File: config.mk
export PLATFORM = sky130hd
export DESIGN_NAME = i2c_scl_responder
export DESIGN_NICKNAME = d
export VERILOG_FILES = /design/src/rtl/i2c_pkg.sv /design/src/rtl/i2c_line_filter.sv /design/src/rtl/i2c_scl_responder.sv
export SDC_FILE = /design/constraint.sdc
export NUM_CORES = 1
export LEC_CHECK = 0
export ABC_AREA = 1
export ABC_CLOCK_PERIOD_IN_PS = 1090
export CORE_MARGIN = 2
export CORE_UTILIZATION = 50
export CTS_BUF_LIST = sky130_fd_sc_hd__clkbuf_16
export DETAILED_ROUTE_END_ITERATION = 12
export PLACE_DENSITY_LB_ADDON = 0.2
export SLEW_MARGIN = 25
export SYNTH_ARGS = -nofsm -noshare
export SYNTH_HDL_FRONTEND = slang
export SYNTH_SLANG_ARGS = --single-unit
File: constraint.sdc
create_clock -name clk -period 1.09 [get_ports clk]
set_input_delay 0.218 -clock clk [delete_from_list [all_inputs] [get_ports clk]]
set_output_delay 0.218 -clock clk [all_outputs]
set_load 0.02 [all_outputs]
File: src/rtl/i2c_pkg.sv
// Shared definitions for the I2C target-side SCL/SDA front end:
// stretch FSM encoding, synchronizer depth and default filter length.
package i2c_pkg;

    typedef enum logic [1:0] {
        RELEASED  = 2'd0,
        HOLDING   = 2'd1,
        RELEASING = 2'd2
    } stretch_state_e;

    localparam int SYNC_STAGES        = 2;
    localparam int DEFAULT_FILTER_LEN = 3;
    localparam int FILTER_CNT_W       = 4;

endpackage

File: src/rtl/i2c_line_filter.sv
// One bus line: two-flop synchronizer, FILTER_LEN-sample deglitcher and
// edge strobes that are high in the cycle before the filtered level flips.
module i2c_line_filter
    import i2c_pkg::*;
#(
    parameter int FILTER_LEN = DEFAULT_FILTER_LEN
) (
    input  logic clk,
    input  logic rst,
    input  logic line,
    output logic level,
    output logic rise_next,
    output logic fall_next
);

    logic [SYNC_STAGES-1:0]  sync_r;
    logic [FILTER_CNT_W-1:0] cnt_r;
    logic                    level_r;
    logic                    synced_s;
    logic                    flip_s;

    assign synced_s = sync_r[SYNC_STAGES-1];
    assign flip_s   = (synced_s != level_r) &&
                      (cnt_r == FILTER_CNT_W'(FILTER_LEN - 1));

    // Synchronizer shift chain; idle bus level is high.
    always_ff @(posedge clk or posedge rst) begin
        if (rst) begin
            sync_r <= {SYNC_STAGES{1'b1}};
        end else begin
            sync_r <= {sync_r[SYNC_STAGES-2:0], line};
        end
    end

    // Deglitcher: any sample equal to the filtered level restarts the count.
    always_ff @(posedge clk or posedge rst) begin
        if (rst) begin
            cnt_r   <= {FILTER_CNT_W{1'b0}};
            level_r <= 1'b1;
        end else if (synced_s == level_r) begin
            cnt_r   <= {FILTER_CNT_W{1'b0}};
        end else if (flip_s) begin
            cnt_r   <= {FILTER_CNT_W{1'b0}};
            level_r <= ~level_r;
        end else begin
            cnt_r   <= cnt_r + 4'd1;
        end
    end

    assign level     = level_r;
    assign rise_next = flip_s & ~level_r;
    assign fall_next = flip_s &  level_r;

endmodule

File: src/rtl/i2c_scl_responder.sv
// I2C target-side bus front end: filtered levels, SCL edges, START/STOP and
// SCL clock stretching. Optional stretch timeout under I2C_STRETCH_TIMEOUT_EN.
module i2c_scl_responder
    import i2c_pkg::*;
#(
    parameter int          FILTER_LEN     = DEFAULT_FILTER_LEN,
    parameter logic [15:0] TIMEOUT_CYCLES = 16'd50000
) (
    input  logic clk,
    input  logic rst,
    input  logic en,
    input  logic hold,
    input  logic scl_i,
    input  logic sda_i,
    output logic scl_o,
    output logic scl_level,
    output logic sda_level,
    output logic scl_rise,
    output logic scl_fall,
    output logic start_det,
    output logic stop_det,
    output logic scl_stretched,
    output logic stretch_timeout
);

    logic scl_level_s, sda_level_s;
    logic scl_rise_s, scl_fall_s, sda_rise_s, sda_fall_s;
    logic scl_steady_high_s;
    logic timeout_s, block_s;

    stretch_state_e state_r, state_next_s;
    logic scl_o_r, scl_stretched_r;
    logic scl_rise_r, scl_fall_r, start_det_r, stop_det_r;

    i2c_line_filter #(.FILTER_LEN(FILTER_LEN)) u_scl_filter (
        .clk       (clk),
        .rst       (rst),
        .line      (scl_i),
        .level     (scl_level_s),
        .rise_next (scl_rise_s),
        .fall_next (scl_fall_s)
    );

    i2c_line_filter #(.FILTER_LEN(FILTER_LEN)) u_sda_filter (
        .clk       (clk),
        .rst       (rst),
        .line      (sda_i),
        .level     (sda_level_s),
        .rise_next (sda_rise_s),
        .fall_next (sda_fall_s)
    );

    // SCL high now and staying high: an SCL change in the same cycle voids START/STOP.
    assign scl_steady_high_s = scl_level_s & ~scl_fall_s;

    // Event pulses, masked while disabled.
    always_ff @(posedge clk or posedge rst) begin
        if (rst) begin
            scl_rise_r  <= 1'b0;
            scl_fall_r  <= 1'b0;
            start_det_r <= 1'b0;
            stop_det_r  <= 1'b0;
        end else begin
            scl_rise_r  <= en & scl_rise_s;
            scl_fall_r  <= en & scl_fall_s;
            start_det_r <= en & sda_fall_s & scl_steady_high_s;
            stop_det_r  <= en & sda_rise_s & scl_steady_high_s;
        end
    end

`ifdef I2C_STRETCH_TIMEOUT_EN
    logic [15:0] tmo_cnt_r;
    logic        block_r;
    logic        timeout_r;

    assign timeout_s = en && (state_r == HOLDING) &&
                       (tmo_cnt_r == (TIMEOUT_CYCLES - 16'd1));
    assign block_s   = block_r;

    // Stretch length counter; after a timeout, re-stretch waits for hold to drop.
    always_ff @(posedge clk or posedge rst) begin
        if (rst) begin
            tmo_cnt_r <= 16'd0;
            block_r   <= 1'b0;
            timeout_r <= 1'b0;
        end else begin
            tmo_cnt_r <= (state_r == HOLDING) ? (tmo_cnt_r + 16'd1) : 16'd0;
            timeout_r <= timeout_s;
            if (timeout_s) begin
                block_r <= 1'b1;
            end else if (!hold) begin
                block_r <= 1'b0;
            end else begin
                block_r <= block_r;
            end
        end
    end

    assign stretch_timeout = timeout_r;
`else
    logic unused_timeout_s;

    assign unused_timeout_s = ^TIMEOUT_CYCLES;
    assign timeout_s        = 1'b0;
    assign block_s          = 1'b0;
    assign stretch_timeout  = 1'b0;
`endif

    // Stretch FSM next state; SCL is only ever pulled low once it is already low.
    always_comb begin
        state_next_s = state_r;
        if (!en) begin
            state_next_s = RELEASED;
        end else begin
            case (state_r)
                RELEASED: begin
                    if (hold && !scl_level_s && !block_s) begin
                        state_next_s = HOLDING;
                    end else begin
                        state_next_s = RELEASED;
                    end
                end
                HOLDING: begin
                    if (start_det_r || stop_det_r) begin
                        state_next_s = RELEASED;
                    end else if (timeout_s || !hold) begin
                        state_next_s = RELEASING;
                    end else begin
                        state_next_s = HOLDING;
                    end
                end
                RELEASING: begin
                    if (scl_rise_r) begin
                        state_next_s = RELEASED;
                    end else begin
                        state_next_s = RELEASING;
                    end
                end
                default: begin
                    state_next_s = RELEASED;
                end
            endcase
        end
    end

    // State and registered pad drive.
    always_ff @(posedge clk or posedge rst) begin
        if (rst) begin
            state_r         <= RELEASED;
            scl_o_r         <= 1'b1;
            scl_stretched_r <= 1'b0;
        end else begin
            state_r         <= state_next_s;
            scl_o_r         <= (state_next_s != HOLDING);
            scl_stretched_r <= (state_next_s == HOLDING);
        end
    end

    assign scl_o         = scl_o_r;
    assign scl_stretched = scl_stretched_r;
    assign scl_level     = scl_level_s;
    assign sda_level     = sda_level_s;
    assign scl_rise      = scl_rise_r;
    assign scl_fall      = scl_fall_r;
    assign start_det     = start_det_r;
    assign stop_det      = stop_det_r;

endmodule

After elaboration in Yosys (flattened, before gate mapping) --
Cells that the tools add are included. Widths: inputs -> output; s select.
Cells by class: bitwise logic cells 16, multiplexer cells 10, add/sub/neg operators 2, eq/ne operators 10, reductions and logical operators 8
Operator list (count):
- $mux 4 | 4
- $and 1x1->1 | 11
- $add 4x1->4 const B | 2
- $eq 4x2->1 const B | 2
- $mux 2 | 4
- $pmux 2 s3 | 1
- $not 1->1 | 5
- $eq 2x1->1 const B | 2
- $reduce_and 2->1 | 2
- $logic_and 1x1->1 | 3
- $eq 1x1->1 | 2
- $eq 2x2->1 const B | 1
- $logic_not 2->1 | 1
- $ne 1x1->1 | 2
- $ne 2x1->1 const B | 1
- $logic_not 1->1 | 1
- $logic_or 1x1->1 | 1
- $mux 1 | 1
Storage, ports and cells: input port bits 6, output and inout bits 9, word-level logic and storage cells 59, bits in registers 22

Depth between registers and ports, before layout --
depth in word-level cells 6, depth in mapped cells 6, depth with buffers taken out 6

Cells and area by module --
A second synthesis with hierarchy kept.
Second synthesis, totals: cells, all modules 109, area, all modules 1002.2 um^2
By module, submodules not included:
- i2c_line_filter | times used 2, area each 332.8 um^2, cells an instance 36
- i2c_scl_responder | times used 1, area each 336.6 um^2, cells an instance 37

Worst setup path before layout --
No wires, ideal clock.
path kind reg2reg, start point reg u_scl_filter.level_r (netlist: u_scl_filter.level), end point reg u_scl_filter.cnt_r[2], stages on the path, launching flop included 6, setup slack 0.059 ns, arrival time 0.911 ns, cell sequence dfstp_2 inv_1 nand2_1 nand2_1 nand2_1 nor2_1
On the way: cells in the longest elaborated chain, start to end 4, elaborated cells between the ends (all ways) 5
RTL lines:
- start: declaration | line i2c_line_filter.sv:18 | logic level_r;
- start signal: assignment | line i2c_line_filter.sv:44 | level_r <= ~level_r;
- $ne 1x1->1 | line i2c_line_filter.sv:23 | assign flip_s = (synced_s != level_r) &&
- $logic_and 1x1->1 | line i2c_line_filter.sv:23
- $mux 4 | line i2c_line_filter.sv:42 | end else if (flip_s) begin
- $mux 4 * | line i2c_line_filter.sv:40 | end else if (synced_s == level_r) begin
- end signal: assignment | line i2c_line_filter.sv:41 | cnt_r <= {FILTER_CNT_W{1'b0}};
- end signal: assignment | line i2c_line_filter.sv:43 | cnt_r <= {FILTER_CNT_W{1'b0}};
- end signal: assignment | line i2c_line_filter.sv:46 | cnt_r <= cnt_r + 4'd1;
- end: declaration | line i2c_line_filter.sv:17 | logic [FILTER_CNT_W-1:0] cnt_r;
Mark *: on every way between the ends. The rest lies on a longest branch, timed or not. A chain may end at the register's enable or synchronous reset.

Final worst setup path --
start point reg u_scl_filter.level_r (netlist: u_scl_filter.level), end point out scl_level
RTL lines:
- end: declaration | line i2c_scl_responder.sv:16 | output logic scl_level,
No word-level cell between the ends.

==> metrics <==
worst slack, placed -0.2400 ns; CP Launch Type register; final core utilization 72.54%; crit path time final 1.141 ns; hpwl dp 1053 µm; crit path capture type output pin; via count 698; Tot Pwr 2.848 mW; drt via density 4.915; die area 2223 µm²; clk_lat worst skew 0.25 ns; Hold Violations, Final 0; Cell variety after synth 20; Worst Hold Class primary input to async pin; # IOs 15; ANT cells 0; Reg area 559.3 µm²; WL final 1611 µm; setup_tns -0.1117 ns; Cell Area, Synth 930.9 µm²; Slew Viols, Final 0; Final Wtd Congestion 0.6690; leakage 0.6085 nW; global route overflow 0; initial core utilization 53.33%; Synth area leaders dfrtp_1, dfstp_2, nor2_1; Fmax achieved 876.6 MHz; Die Ht 47.15 µm; CP Class register to output pin; largest net degree at the start of global routing 23; CP required 0.87 ns; RSZ-0062 raised after global routing true; Max FO, Critical Path 2; initial antenna violation count 0; status finished with violations; synth warn 0; Final period util 104.7%; iteration-0 DRC count of the detailed router 7; Worst path slowest cell dfstp_2; layout cells sized above 1 33.33%; Post-synth top cells nor2_1, dfrtp_1, inv_1, nand2_1, dfstp_2; Worst Hold Slack 0.2760 ns; Tot GR Track Use 17.74%; crit path buf inv count 1; Fillers 134; Clock Path Buffers 2; Layout area overhead 36.02%; Core Region 1745 µm²; P per Cell Area 2249 nW/µm²; DRC errors left 0; post-synth top area share 40.32%; Worst-path clk slew 0.05 ns; first-pass GRT wire length 2559 µm; # rows 15; Die Width 47.15 µm; max cap viols 0; number of H-tree levels 1; antenna-violating nets left 0; layout net count 128; arrival time worst endpoint 0.92 ns; EDFF count, synth 0; crit-path cells buf_6; top-count cell post-synth nor2_1; Reg2Reg Setup Slack 0 ns; clock sink total 22; hold_buf cts 0; Crit path max-delay family flip-flops; average wire per standard cell 11.35 µm; synthesized area per cell 9.597 µm²; setup ws final -0.05075 ns; Setup Skew 0.001499 ns; Max IR drop VDD 0.002050 V; vias in the first global route 640; Port Buffers 13; Yosys top cell by area dfrtp_1; sequential fraction of the synthesis area 60.08%; top_reg_cell synth dfrtp_1; final setup vio count 5; CTS tree done; Synth Net Count 107; Worst path max stage delay 0.55 ns; area of the multi-input gates 372.9 µm²; Synth Register Bits 22; total clock buffers created by CTS 3; Post-Synthesis Cells 97; failing checks setup timing; 1st-pass router iterations 4; Async S/R FF share, synth 100.0%; CTS root buf clkbuf_16
[registers in the layout, summed over array words and instances (netlist names)]
register and count:
u_sda_filter.cnt_r 4, state_r 2, scl_rise 1, stop_det 1, scl_o 1, u_sda_filter.sync_r 2
u_sda_filter.level 1, u_scl_filter.level 1, u_scl_filter.sync_r 2, start_det 1, scl_fall 1, u_scl_filter.cnt_r 4
scl_stretched 1
[path summary, 6_finish.rpt]
| check | cells past startpoint | endpoint | startpoint |
|---|---|---|---|
| worst max-delay path | 1 | scl_level | u_scl_filter.level |
| worst min-delay path | 3 | u_sda_filter.cnt_r[0] | rst |
| max in group asynchronous | 3 | scl_o | rst |
| min in group clk | 0 | u_sda_filter.sync_r[1] | u_sda_filter.sync_r[0] |
| worst max register to register | 4 | u_sda_filter.cnt_r[3] | u_sda_filter.level |
| worst min register to register | 0 | u_sda_filter.sync_r[1] | u_sda_filter.sync_r[0] |
[routing by layer]
layer / part of all wire (%) / track usage, %
met1: 43 / 18.70
met5: 0 / 0
met4: 4.2 / 13.33
met2: 48 / 30.14
met3: 4.2 / 4.615
[power by group]
part	switching, mW	internal (mW)	leakage [nW]
logic	0.518	0.428	0.292
clock network	0.276	0.489	0.0385
registers	0.138	0.999	0.278
total	0.932	1.92	0.609
[timing repair]
item                       in CTS  in global routing
buffers inserted                1                  0
pin swaps                       2                 13
setup endpoints to repair      17                 20
gates resized for setup        41                 18
[kinds of logic (layout without fill, tap and decap cells)]
kind of cell	Yosys count	after routing	share of synthesized area [%]
and+or+nand+nor	48	48	22.85
DFF	22	22	60.08
buffers and inverters	16	36	6.855
adders and majority gates	4	4	5.377
AOI/OAI and AO/OA	4	4	2.552
xor gates and xnor gates	2	2	1.882
other	1	1	0.4028
[area by class of cell]
class / count / share of cell area [%]
repair buffers: 17 / 13.04
inverters: 15 / 4.644
clock inverters: 1 / 0.2964
clock buffers: 3 / 5.929
multi-input cells: 59 / 29.45
well taps: 25 / 2.470
flip-flops and latches: 22 / 44.17
[cell usage in the layout, fill, tap and decap left out, drive strengths merged]
master	instances
nor3	4
buf	11
nor2	20
nand3	7
nand2	14
xnor2	2
dfrtp	15
nand3b	1
clkbuf	3
nand4	2
a21oi	1
clkinv	1
conb	1
inv	15
clkdlybuf4s15	1
dfstp	7
clkdlybuf4s50	5
o21ai	3
ha	4
[worst min-delay path: stages]
cell	delay (ns)
clkdlybuf4s50_1	0.39
inv_1	0.09
buf_12	0.17
[per-stage QoR]
step                area (µm²)  std cells
finish                    1266        142
global route              1266        142
CTS                       1207        142
detailed placement        1120        137
global placement          1120        137
floorplan                930.9         97
No activity file was read; power rests on OpenSTA's default activity.
